**config.mk**
```make
export PLATFORM = sky130hd
export DESIGN_NAME = crossbar_arbiter
export DESIGN_NICKNAME = d
export VERILOG_FILES = /design/src/rtl/crossbar_arbiter.sv
export SDC_FILE = /design/constraint.sdc
export NUM_CORES = 1
export LEC_CHECK = 0
export CELL_PAD_IN_SITES_DETAIL_PLACEMENT = 1
export CELL_PAD_IN_SITES_GLOBAL_PLACEMENT = 1
export CORE_ASPECT_RATIO = 0.9
export CORE_MARGIN = 5
export CORE_UTILIZATION = 40
export DETAILED_ROUTE_END_ITERATION = 10
export GPL_TIMING_DRIVEN = 0
export PLACE_DENSITY = 0.81
export SLEW_MARGIN = 0
export SYNTH_ARGS = -nofsm -noshare
export SYNTH_HDL_FRONTEND = slang
export SYNTH_HIERARCHICAL = 1
export SYNTH_SLANG_ARGS = --single-unit
```
**constraint.sdc**
```tcl
create_clock -name clk -period 11.9 [get_ports clk]
set_clock_uncertainty 0.1 [all_clocks]
set_input_delay 2.38 -clock clk [delete_from_list [all_inputs] [get_ports clk]]
set_output_delay 2.38 -clock clk [all_outputs]
set_load 0.02 [all_outputs]
```
**src/rtl/crossbar_arbiter.sv**
```systemverilog
// crossbar_arbiter
//   Granting side of the crossbar request/grant handshake. Picks one master
//   round-robin from the request vector and issues a registered one-hot
//   grant. A tenure lasts until the owner drops its request. Every tenure is
//   followed by at least one idle cycle (grant == 0) so that the crossbar
//   controller can clear ownership before a new owner is installed.
//
//   Optional feature macro: CROSSBAR_ARB_TIMEOUT_EN
//     Defined:   tenure limited to HOLD_MAX grant cycles. On expiry the grant
//                is force-released and timeout pulses for one cycle.
//     Undefined: no hold counter, no timeout port, tenure unbounded.
//
// Ports
//   clk          system clock, rising edge
//   rst_n        asynchronous active-low reset
//   request[N]   per-master request, bit i = master i wants the slave
//   grant[N]     registered one-hot (or zero) grant
//   grant_valid  registered OR of grant
//   owner        index of the granted master, holds last owner while idle
//   timeout      one-cycle pulse on forced release (macro builds only)
//
// State | meaning
// ------+--------------------------------------------------------------
// IDLE  | no grant; arbitrate among current requests each cycle
// BUSY  | grant held for owner until it drops request (or hold expiry)

module dff #(
  parameter int            W   = 1,
  parameter logic [W-1:0]  RST = '0
) (
  input  logic         clk,
  input  logic         rst_n,
  input  logic [W-1:0] d,
  output logic [W-1:0] q
);
  always_ff @(posedge clk or negedge rst_n) begin
    if (!rst_n) q <= RST;
    else        q <= d;
  end
endmodule

module crossbar_arbiter #(
  parameter int N = 16
`ifdef CROSSBAR_ARB_TIMEOUT_EN
  , parameter int HOLD_MAX = 256
`endif
) (
  input  logic                 clk,
  input  logic                 rst_n,
  input  logic [N-1:0]         request,
  output logic [N-1:0]         grant,
  output logic                 grant_valid,
  output logic [$clog2(N)-1:0] owner
`ifdef CROSSBAR_ARB_TIMEOUT_EN
  , output logic               timeout
`endif
);

  localparam int              OW   = $clog2(N);
  localparam logic [OW-1:0]   LAST = OW'(N - 1);
  localparam logic [N-1:0]    ONE  = N'(1);

  localparam logic [0:0] S_IDLE = 1'b0;
  localparam logic [0:0] S_BUSY = 1'b1;

  logic [0:0]    state_q, state_d;
  logic [N-1:0]  grant_q, grant_d;
  logic          grant_valid_q, grant_valid_d;
  logic [OW-1:0] owner_q, owner_d;
  logic [OW-1:0] ptr_q, ptr_d;

  logic          found;
  logic [OW-1:0] win;
  logic [OW-1:0] idx;

`ifdef CROSSBAR_ARB_TIMEOUT_EN
  localparam int            CW   = $clog2(HOLD_MAX + 1);
  localparam logic [CW-1:0] HMAX = CW'(HOLD_MAX);
  logic [CW-1:0] cnt_q, cnt_d;
  logic          timeout_q, timeout_d;
`endif

  // Round-robin search starting just after ptr, wrapping at N-1 so that
  // indices >= N are never visited for non-power-of-2 N.
  always_comb begin
    found = 1'b0;
    win   = '0;
    idx   = (ptr_q == LAST) ? '0 : ptr_q + 1'b1;
    for (int k = 0; k < N; k++) begin
      if (!found && request[idx]) begin
        found = 1'b1;
        win   = idx;
      end
      idx = (idx == LAST) ? '0 : idx + 1'b1;
    end
  end

  always_comb begin
    state_d = state_q;
    grant_d = grant_q;
    owner_d = owner_q;
    ptr_d   = ptr_q;
`ifdef CROSSBAR_ARB_TIMEOUT_EN
    cnt_d     = cnt_q;
    timeout_d = 1'b0;
`endif
    case (state_q)
      S_IDLE: begin
        if (found) begin
          grant_d = ONE << win;
          owner_d = win;
          state_d = S_BUSY;
`ifdef CROSSBAR_ARB_TIMEOUT_EN
          // counter holds the number of grant cycles including the current one
          cnt_d   = CW'(1);
`endif
        end
      end
      S_BUSY: begin
        // release wins over expiry, so timeout only fires while still requested
        if (!request[owner_q]) begin
          grant_d = '0;
          ptr_d   = owner_q;
          state_d = S_IDLE;
        end
`ifdef CROSSBAR_ARB_TIMEOUT_EN
        else if (cnt_q == HMAX) begin
          grant_d   = '0;
          ptr_d     = owner_q;
          state_d   = S_IDLE;
          timeout_d = 1'b1;
        end else begin
          cnt_d = cnt_q + 1'b1;
        end
`endif
      end
      default: begin
        grant_d = '0;
        state_d = S_IDLE;
      end
    endcase
    grant_valid_d = |grant_d;
  end

  dff #(.W(1), .RST(S_IDLE)) u_state_dff (
    .clk   (clk),
    .rst_n (rst_n),
    .d     (state_d),
    .q     (state_q)
  );

  always_ff @(posedge clk or negedge rst_n) begin
    if (!rst_n) begin
      grant_q       <= '0;
      grant_valid_q <= 1'b0;
      owner_q       <= '0;
      ptr_q         <= LAST;
    end else begin
      grant_q       <= grant_d;
      grant_valid_q <= grant_valid_d;
      owner_q       <= owner_d;
      ptr_q         <= ptr_d;
    end
  end

`ifdef CROSSBAR_ARB_TIMEOUT_EN
  always_ff @(posedge clk or negedge rst_n) begin
    if (!rst_n) begin
      cnt_q     <= '0;
      timeout_q <= 1'b0;
    end else begin
      cnt_q     <= cnt_d;
      timeout_q <= timeout_d;
    end
  end

  assign timeout = timeout_q;
`endif

  assign grant       = grant_q;
  assign grant_valid = grant_valid_q;
  assign owner       = owner_q;

endmodule

```
==> qor.yml <==
outcome:
  outcome: "completed"
final_layout:
  drive_gt1_share_pct: 17.8
  nNetsFinal: 663
  regArea_um2: 656
  fill_cells: 1503
  finalNonFillerCells: 800
  synthToLayoutAreaGrowth_pct: 13.7
  multi_input_area_um2: 4100
  fin_util_pct: 46.8
  antennaDiodeCount: 0
synth:
  yosys_most_used_dff: "dfrtp_1"
  synthesis.area_um2: 5010
  yosysWarningCount: 6
  synth-edff-count: 0
  syn_inst: 598
  synth.distinct_cells: 98
  async_reset_ff_share_pct: 100
  synth.avg_cell_area_um2: 8.38
  synth_seq_area_share_pct: 13.1
  syn_nets: 620
  synth_seq_cells: 26
sta:
  slew_viol_final: 0
  setup_tns_ns: 0
  period_minus_slack_ns: 7.33
  relSlewSlack_pct: 19.5
  finalSetupViolCount: 0
  finalCritPeriodShare_pct: 61.6
  clock.fmax_mhz: 136
  final_hold_viol_count: 0
  holdWs_ns: 0.423
  worst_pin_slew_ns: 1.20
  grt_setup_unrepaired: "false"
place:
  dp_hpwl_um: 15800
  finalWeightedCongestion: 0.953
  place_inst: 796
  portBuffers: 38
floorplanning:
  fp.dieW_um: 128
  start_util_pct: 41.2
  die_height_um: 116
  fp-row-count: 38
  io_pins: 39
  die_area_um2: 14900
  core-area_um2: 12200
critical_path:
  end_kind: "flop"
  path_class: "in2reg"
  critical_path_required_ns: 11.94
  crit_path_start_kind: "input pin"
  worstPathMaxFanout: 6
  worstPathArrival_ns: 7.36
global_routing:
  grt_use_total_pct: 27.1
  antenna_found_initial: 0
  grt_pass1_wl_um: 31800
  overflow: 0
  grt_max_degree: 27
  grt_pass1_vias: 5681
clocking:
  hold_buffers: 0
  cts_setup_buffers: 0
  clock_tree.root_cell: "clkbuf_16"
  cts_max_path_buffers: 2
  clock_latency_ns: 0.27
  cts.sinks: 26
  numCtsBuffers: 3
  clkTransAtPathRegs_ns: 0.07
  post_cts_resized: 0
  htreeDepth: 1
  cts_tree: "built"
drt:
  drc: 0
  dr.first_iter.drc_count: 492
  totalWireLength_um: 20200
  dr_total_vias: 5443
  via_per_inst: 6.80
  ant_nets: 0
  wl_per_cell_um: 25.2
  drt_pass1_iterations: 4
flow_run:
  max-cap-violations: 0
min_path:
  worstHoldPathType: "reg2reg"
-- layer usage --
metal	GRT usage, %	vias up	wire [µm]
li1	-	2390	-
met1	37.0	2718	8710
met2	42.5	278	9080
met3	4.94	57	1670
met4	11.2	0	714
met5	0	-	0
-- state kept, by name, indices dropped and copies added (netlist names) --
register,cells
owner,4
grant,16
grant_valid,1
u_state_dff/q,1
ptr_q,4
-- cells in the final DEF (no fill, tap or decap), drive strengths merged, types with 6 or more instances in the layout --
cell,count
and3,6
clkdlybuf4s50,38
buf,25
xnor2,16
nand3,18
nor3,25
dfrtp,22
o21ai,40
nor2,47
nor2b,8
mux2,21
mux2i,47
inv,12
o211ai,6
a22o,9
nand2b,9
and2,6
a31oi,14
nor4,10
a21oi,31
clkbuf,19
nand2,65
a21o,8
mux4,27
o22ai,8
-- logic make-up (layout without fill, tap and decap cells) --
group / after synthesis / count (layout) / synth area share (%)
multiplexers: 95 / 95 / 26.9
buffers and inverters: 55 / 97 / 5.17
XOR/XNOR: 18 / 18 / 4.42
adder cells (fa/ha/maj): 4 / 4 / 0.999
flip-flops: 26 / 26 / 13.1
AND/OR/NAND/NOR: 220 / 220 / 22.3
AO/OA/AOI/OAI: 180 / 180 / 27.1
-- stage by stage --
| step | area (µm²) | setup WS (ns) |
|---|---|---|
| finish | 5700 | 4.57 |
| global route | 5700 | 4.21 |
| CTS | 5700 | 4.71 |
| detailed placement | 5590 | 4.45 |
| global placement | 5590 | 4.55 |
| floorplan | 5010 | 5.97 |
-- layout make-up --
class	instances	area share, %
Inverter	14	0.923
Multi-Input combinational cell	517	71.9
Clock buffer	3	1.32
Tap cell	160	3.51
Clock inverter	1	0.527
Buffer	41	3.62
Sequential cell	26	11.5
Timing Repair Buffer	38	6.68
-- critical path: stages --
cell and delay [ns]:
clkdlybuf4s50_1 0.51, mux2i_1 0.56, mux4_2 0.37, mux2_2 0.16, nor2b_1 0.22, nand2b_1 0.18, nor3b_1 0.70, nand3_1 0.31
nor3_2 0.24, and3_1 0.30, and4b_1 0.32, o221ai_1 0.17, a21oi_1 0.50, nor2_2 0.13, o22ai_2 0.21, o211ai_2 0.10
-- cells in the mapped netlist, types with 3 or more instances --
cell      number  area (µm²)
o21ai_1        6        30.0
o211ai_1       4        30.0
xnor2_1       13         114
a22o_1         9        78.8
a31o_2         3        26.3
clkbuf_1      16        60.1
mux2i_1       45         450
a221oi_1       4        35.0
a21oi_1       29         145
buf_6          3        33.8
nand2_1       65         244
nand4_1        3        18.8
a22oi_1        3        22.5
mux2_2        19         214
ha_1           4        50.1
o21a_1         5        37.5
nor3_1        22         110
a31oi_1       13        81.3
buf_1          8        30.0
dfstp_2        4         105
inv_1         12        45.0
nor4_1        10        62.6
buf_2          9        45.0
a21o_1         8        60.1
nor2b_1        8        50.1
o32ai_1        3        26.3
and3_1         5        31.3
dfrtp_1       22         551
o221ai_1       3        26.3
and2_1         6        37.5
or2_2          3        18.8
o21ai_0       33         165
or3_1          5        31.3
o22ai_1        7        43.8
buf_4          5        37.5
nand2b_1       9        56.3
mux4_2        27         608
nand3_1       18        90.1
a211oi_1       4        30.0
nor2_1        46         173
o31ai_1        3        22.5
o21bai_1       3        22.5
-- final timing paths --
path                             startpoint  cells past startpoint           to  slack (ns)
max in group asynchronous             rst_n                      1     owner[2]        8.34
min in group asynchronous             rst_n                      1     grant[3]        2.65
worst min register to register     grant[7]                      2     grant[7]        0.42
worst max-delay path            request[12]                     16  grant_valid        4.57
worst max register to register     ptr_q[0]                     21  grant_valid        4.71
worst min-delay path               grant[7]                      2     grant[7]        0.42
Power is not shown: default switching activity piles up to over one toggle a cycle in this logic, so the estimate is an artifact.
==> patch 1 (config.mk and constraints unchanged) <==
The option `CROSSBAR_ARB_TIMEOUT_EN` is turned on by a define.
--- a/src/rtl/crossbar_arbiter.sv
+++ b/src/rtl/crossbar_arbiter.sv
@@ -23,6 +23,8 @@
 // ------+--------------------------------------------------------------
 // IDLE  | no grant; arbitrate among current requests each cycle
 // BUSY  | grant held for owner until it drops request (or hold expiry)
+
+`define CROSSBAR_ARB_TIMEOUT_EN
 
 module dff #(
   parameter int            W   = 1,
Function (old outputs only; new: timeout): same outputs for any inputs over 10 cycles, from zero or initial values and one cycle with rst_n low; that may be too few to reach the edited logic, so the function may still have changed.
==> patch 1 against the unedited design <==
Worst setup slack gained 200 ps; design area grew 2.1%; critical path type is now flip-flop to flip-flop; count of clock-buffer cells in the layout grew 2; first-iteration DRC count grew 14%; area after synthesis is essentially flat; sequential cell count grew 10; register-to-register slack gained 60 ps; largest cell class unchanged; wire length shrank 3.3%.
Power is left out: the tool's default activity adds up to more than one toggle a clock period on the data nets, which glitch-free logic cannot reach.
==> patch 1: results (changes against the unedited design) <==
Seq/total area 15.6% (+4.1 points); critical register-to-register path startpoint ptr_q[0]; startpoint of the tightest hold check path grant[2]; ranking of synthesized cells by area dfrtp_1, mux2i_1, mux4_2, nand2_1, nor2_1; Worst Slack Setup Final 4770 ps (+195 ps); Vias per Instance 6.78 (-0.31%); Synth Area per Inst 8.72 um^2 (+4.1%); layout cells sized above 1 16.1% (-1.7 points); Non-clock buffering overhead 9.88% (-0.43 points); worst flop-to-flop path endpoint grant_valid; final routed wirelength across all metal layers 19500 um (-3.3%); number of global-route vias before repair 5403 (-4.9%); met3 GRT Util 4.66% (-0.27 points); multi-input logic area 3870 um^2 (-5.6%); clk_lat worst skew 290 ps (+20 ps); Layout clock area frac 3.70% (+1.9 points); Filler Cells Inserted 1460 (-2.9%); Max FO, Critical Path 9 (+3); sequential fraction of the synthesis area 18.1% (+5.0 points); Hold Slack 449 ps (+26.0 ps); grt met2 use 43.3% (+0.77 points); Worst R2R Setup Slack 4770 ps (+60 ps); GRT Resource Usage Total 26.1% (-0.96 points); global-route wire length before repair 30700 um (-3.5%); layout net count 649 (-2.1%); DRC violation total after the first TritonRoute iteration 560 (+14%); half-perimeter wire length after placement 15200 um (-4.1%); critical path class flip-flop to flip-flop; Multi-input comb cells 493 (-4.6%); ANT cells 0 (unchanged); share of the final layout cell area in multi-input gates 66.5% (-5.4 points); cell with the largest stage delay on the worst path nor4_2; DP Area 5600 um^2 (+0.16%); worst-case reg-to-reg path depth 20 (-4.8%); worst max-slew margin expressed relative to the limit 37.8% (+18 points); Worst setup startpoint ptr_q[0]; buffers outside the clock class 71 (-10%); Crit path max-delay family compound AO/OA/AOI/OAI gates; total of warnings raised by yosys 6 (unchanged); maximum number of pins on one net before global-route repair 37 (+37%); number of library cell types mapped by synthesis 97 (-1.0%); Data arrival, critical path 7210 ps (-150 ps); delay of the slowest cell on the worst path 660 ps (-40 ps); list of most frequent post-synthesis cells nand2_1, nor2_1, mux2i_1, dfrtp_1, a21oi_1; sink count of the clock tree 36 (+38%); met1 usage in global routing 34.6% (-2.4 points); first-pass iteration count of the detailed router 5 (+1); number of placed instances, taps included 774 (-2.8%); number of levels in the clock H-tree 2 (+1); number of I/O port buffers 39 (+2.6%); result of the run finished clean; gpl congestion 0.988 (+3.7%); hold path cells 1 (-1); number of clock buffer instances in the layout 5 (+2); Largest register FFs 16 (unchanged); routed length per placed instance 24.9 um (-1.1%); post-synthesis net count 603 (-2.7%); worst hold endpoint grant[2]
## patch 1: cell types whose count changed in the layout (fill, tap and decap cells not counted), moves of 6 or more
cell | before | now
mux2_2 | 19 | 8
o21ai_0 | 33 | 27
nand4_1 | 3 | 11
dfrtp_1 | 22 | 32
ha_1 | 4 | 10
nor3_1 | 22 | 11
nand2b_1 | 9 | 3
a31oi_1 | 13 | 6
clkbuf_1 | 16 | 8
xnor2_1 | 13 | 7
a22o_1 | 9 | 16
a211oi_1 | 4 | 11
mux4_2 | 27 | 19
## patch 1: cell families after synthesis
kind of cell	after synthesis	synth area share, %
multiplexers	72	19.4
adder cells (fa/ha/maj)	10	2.50
XOR/XNOR	16	3.92
flip-flops	36	18.1
AND/OR/NAND/NOR	212	22.1
buffers and inverters	46	4.82
AO/OA/AOI/OAI	183	29.2
## patch 1: metal layers
layer	vias to the layer above	wire, um
li1	2336	-
met1	2672	8120
met2	245	9170
met3	51	1540
met4	0	669
met5	-	0
==> patch 2 (same settings) <==
Made on the original files. Set the parameter `N` to 32 (it was 16).
--- a/src/rtl/crossbar_arbiter.sv
+++ b/src/rtl/crossbar_arbiter.sv
@@ -40,7 +40,7 @@
 endmodule
 
 module crossbar_arbiter #(
-  parameter int N = 16
+  parameter int N = 32
 `ifdef CROSSBAR_ARB_TIMEOUT_EN
   , parameter int HOLD_MAX = 256
 `endif
Interface: changed (resized grant, owner and request); port bits go from 39 to 72. The function was not compared with the original's and may differ.
==> patch 2 against the unedited design <==
The flow now finishes with violations (negative setup slack); area after synthesis grew to 3.4 times the old value; design area rose to 4.0 times the old value; wire length increased to 4.3 times the old value; sequential cell count increased by 18; worst hold slack improved by 17 ps; worst setup slack worse by 20000 ps; cell count rose to 3.2 times the old value; largest cell class unchanged.
Power is left out: the tool's default activity adds up to more than one toggle a clock period on the data nets, which glitch-free logic cannot reach.
==> patch 2: results (changes against the unedited design) <==
Main synth FF type dfrtp_1; Largest register FFs 32 (+16); worst setup slack after placement -19680 ps (-24130 ps); number of levels in the clock H-tree 2 (+1); DP Area 19100 um^2 (+240%); layout net count 2103 (+220%); number of I/O port buffers 71 (+87%); grt met2 use 53.0% (+11 points); register clock-pin slew on the reported worst setup and hold paths 70 ps (about the same); Crit path max-delay family simple AND/OR/NAND/NOR gates; cell with the largest stage delay on the worst path dfstp_4; violations in the final reports negative setup slack; Post-synth EDFFs 0 (unchanged); final routed wirelength across all metal layers 87700 um (+330%); Worst Slack Setup Final -15090 ps (-19660 ps); DRC violation total after the first TritonRoute iteration 3330 (+580%); number of global-route vias before repair 19700 (+250%); post-synthesis async set-or-reset flop share 100% (unchanged); ranking of synthesized cells by area mux4_2, dfrtp_1, ha_1, mux2i_1, mux2_2; result of the run finished, violations left; number of library cell types mapped by synthesis 113 (+15%); first-pass iteration count of the detailed router 6 (+2); list of most frequent post-synthesis cells mux4_2, nand2_1, clkbuf_1, inv_1, nor2_1; worst max-slew margin expressed relative to the limit 15.7% (-3.8 points); number of antenna violations at the first check in global routing 3 (+3); GRT Resource Usage Total 33.1% (+6.0 points); delay of the slowest cell on the worst path 670 ps (-30 ps); gpl congestion 0.997 (+4.6%); maximum number of pins on one net before global-route repair 32 (+19%); Vias per Instance 7.76 (+14%); Data arrival, critical path 27080 ps (+19720 ps); met3 GRT Util 8.90% (+4.0 points); class of the most critical hold timing path flip-flop to flip-flop; sequential fraction of the synthesis area 6.58% (-6.5 points); Final setup violation count 39 (+39); total CTS buffers 5 (+2); clk_lat worst skew 300 ps (+30 ps); buffer type at the clock tree root clkbuf_16; total of warnings raised by yosys 6 (unchanged); global-route wire length before repair 121000 um (+280%); layout cells sized above 1 47.0% (+29 points); half-perimeter wire length after placement 53600 um (+240%); post-synthesis net count 1807 (+190%); Max clock buf depth 2 (unchanged); met1 usage in global routing 42.0% (+5.0 points); Max FO, Critical Path 8 (+2)
patch 2: final timing paths:
check	startpoint	endpoint	slack, ps	cells after the start
min in group asynchronous	rst_n	grant[6]	1890	1
min	grant[18]	grant[18]	440	2
max in group asynchronous	rst_n	ptr_q[1]	9230	2
max reg2reg	ptr_q[0]	grant[9]	-15090	142
min reg2reg	grant[18]	grant[18]	440	2
max	ptr_q[0]	grant[9]	-15090	142
patch 2: layout make-up:
type / instances / area, um^2
antenna: 2 / 5.00
buffer: 164 / 848
clock buffer: 6 / 139
clock inverter: 2 / 10.0
fill: 4371 / 19100
inverter: 97 / 379
multi-input combinational: 1385 / 16700
sequential: 44 / 1110
tap: 547 / 684
timing repair buffer: 304 / 2630
patch 2: worst min-delay path: cells and delay by family, from the launching register on:
kind | cells | cell delay (ps)
AOI/OAI and AO/OA | 1 | 60
and+or+nand+nor | 1 | 70
DFF | 1 | 380
patch 2: layer usage:
metal | up-vias | part of all wire [%]
met4 | 4 | 7.6
li1 | 7499 | -
met3 | 627 | 14
met1 | 9689 | 34
met5 | - | 0.091
met2 | 1981 | 44
patch 2: logic make-up after synthesis:
kind of cell               share of synthesized area (%)
and+or+nand+nor                                     17.9
muxes                                               47.4
AOI/OAI and AO/OA                                   14.9
buffers and inverters                               6.35
adders and majority gates                           5.05
DFF                                                 6.58
xor gates and xnor gates                            1.83
patch 2: what timing repair did:
item	CTS	global route
hold buffers	0	0
gates cloned	4	1
gates resized for setup	175	130
buffers inserted	157	71
setup endpoints to repair	39	39
pin swaps	102	65
patch 2: metrics by stage:
stage | setup TNS (ps) | hold WS (ps) | std cells
finish | -581960 | 440 | 2551
global placement | -720100 | 399 | 2323
global route | -606430 | 462 | 2549
floorplan | -564820 | 431 | 1705
CTS | -528900 | 419 | 2479
detailed placement | -759340 | 405 | 2324
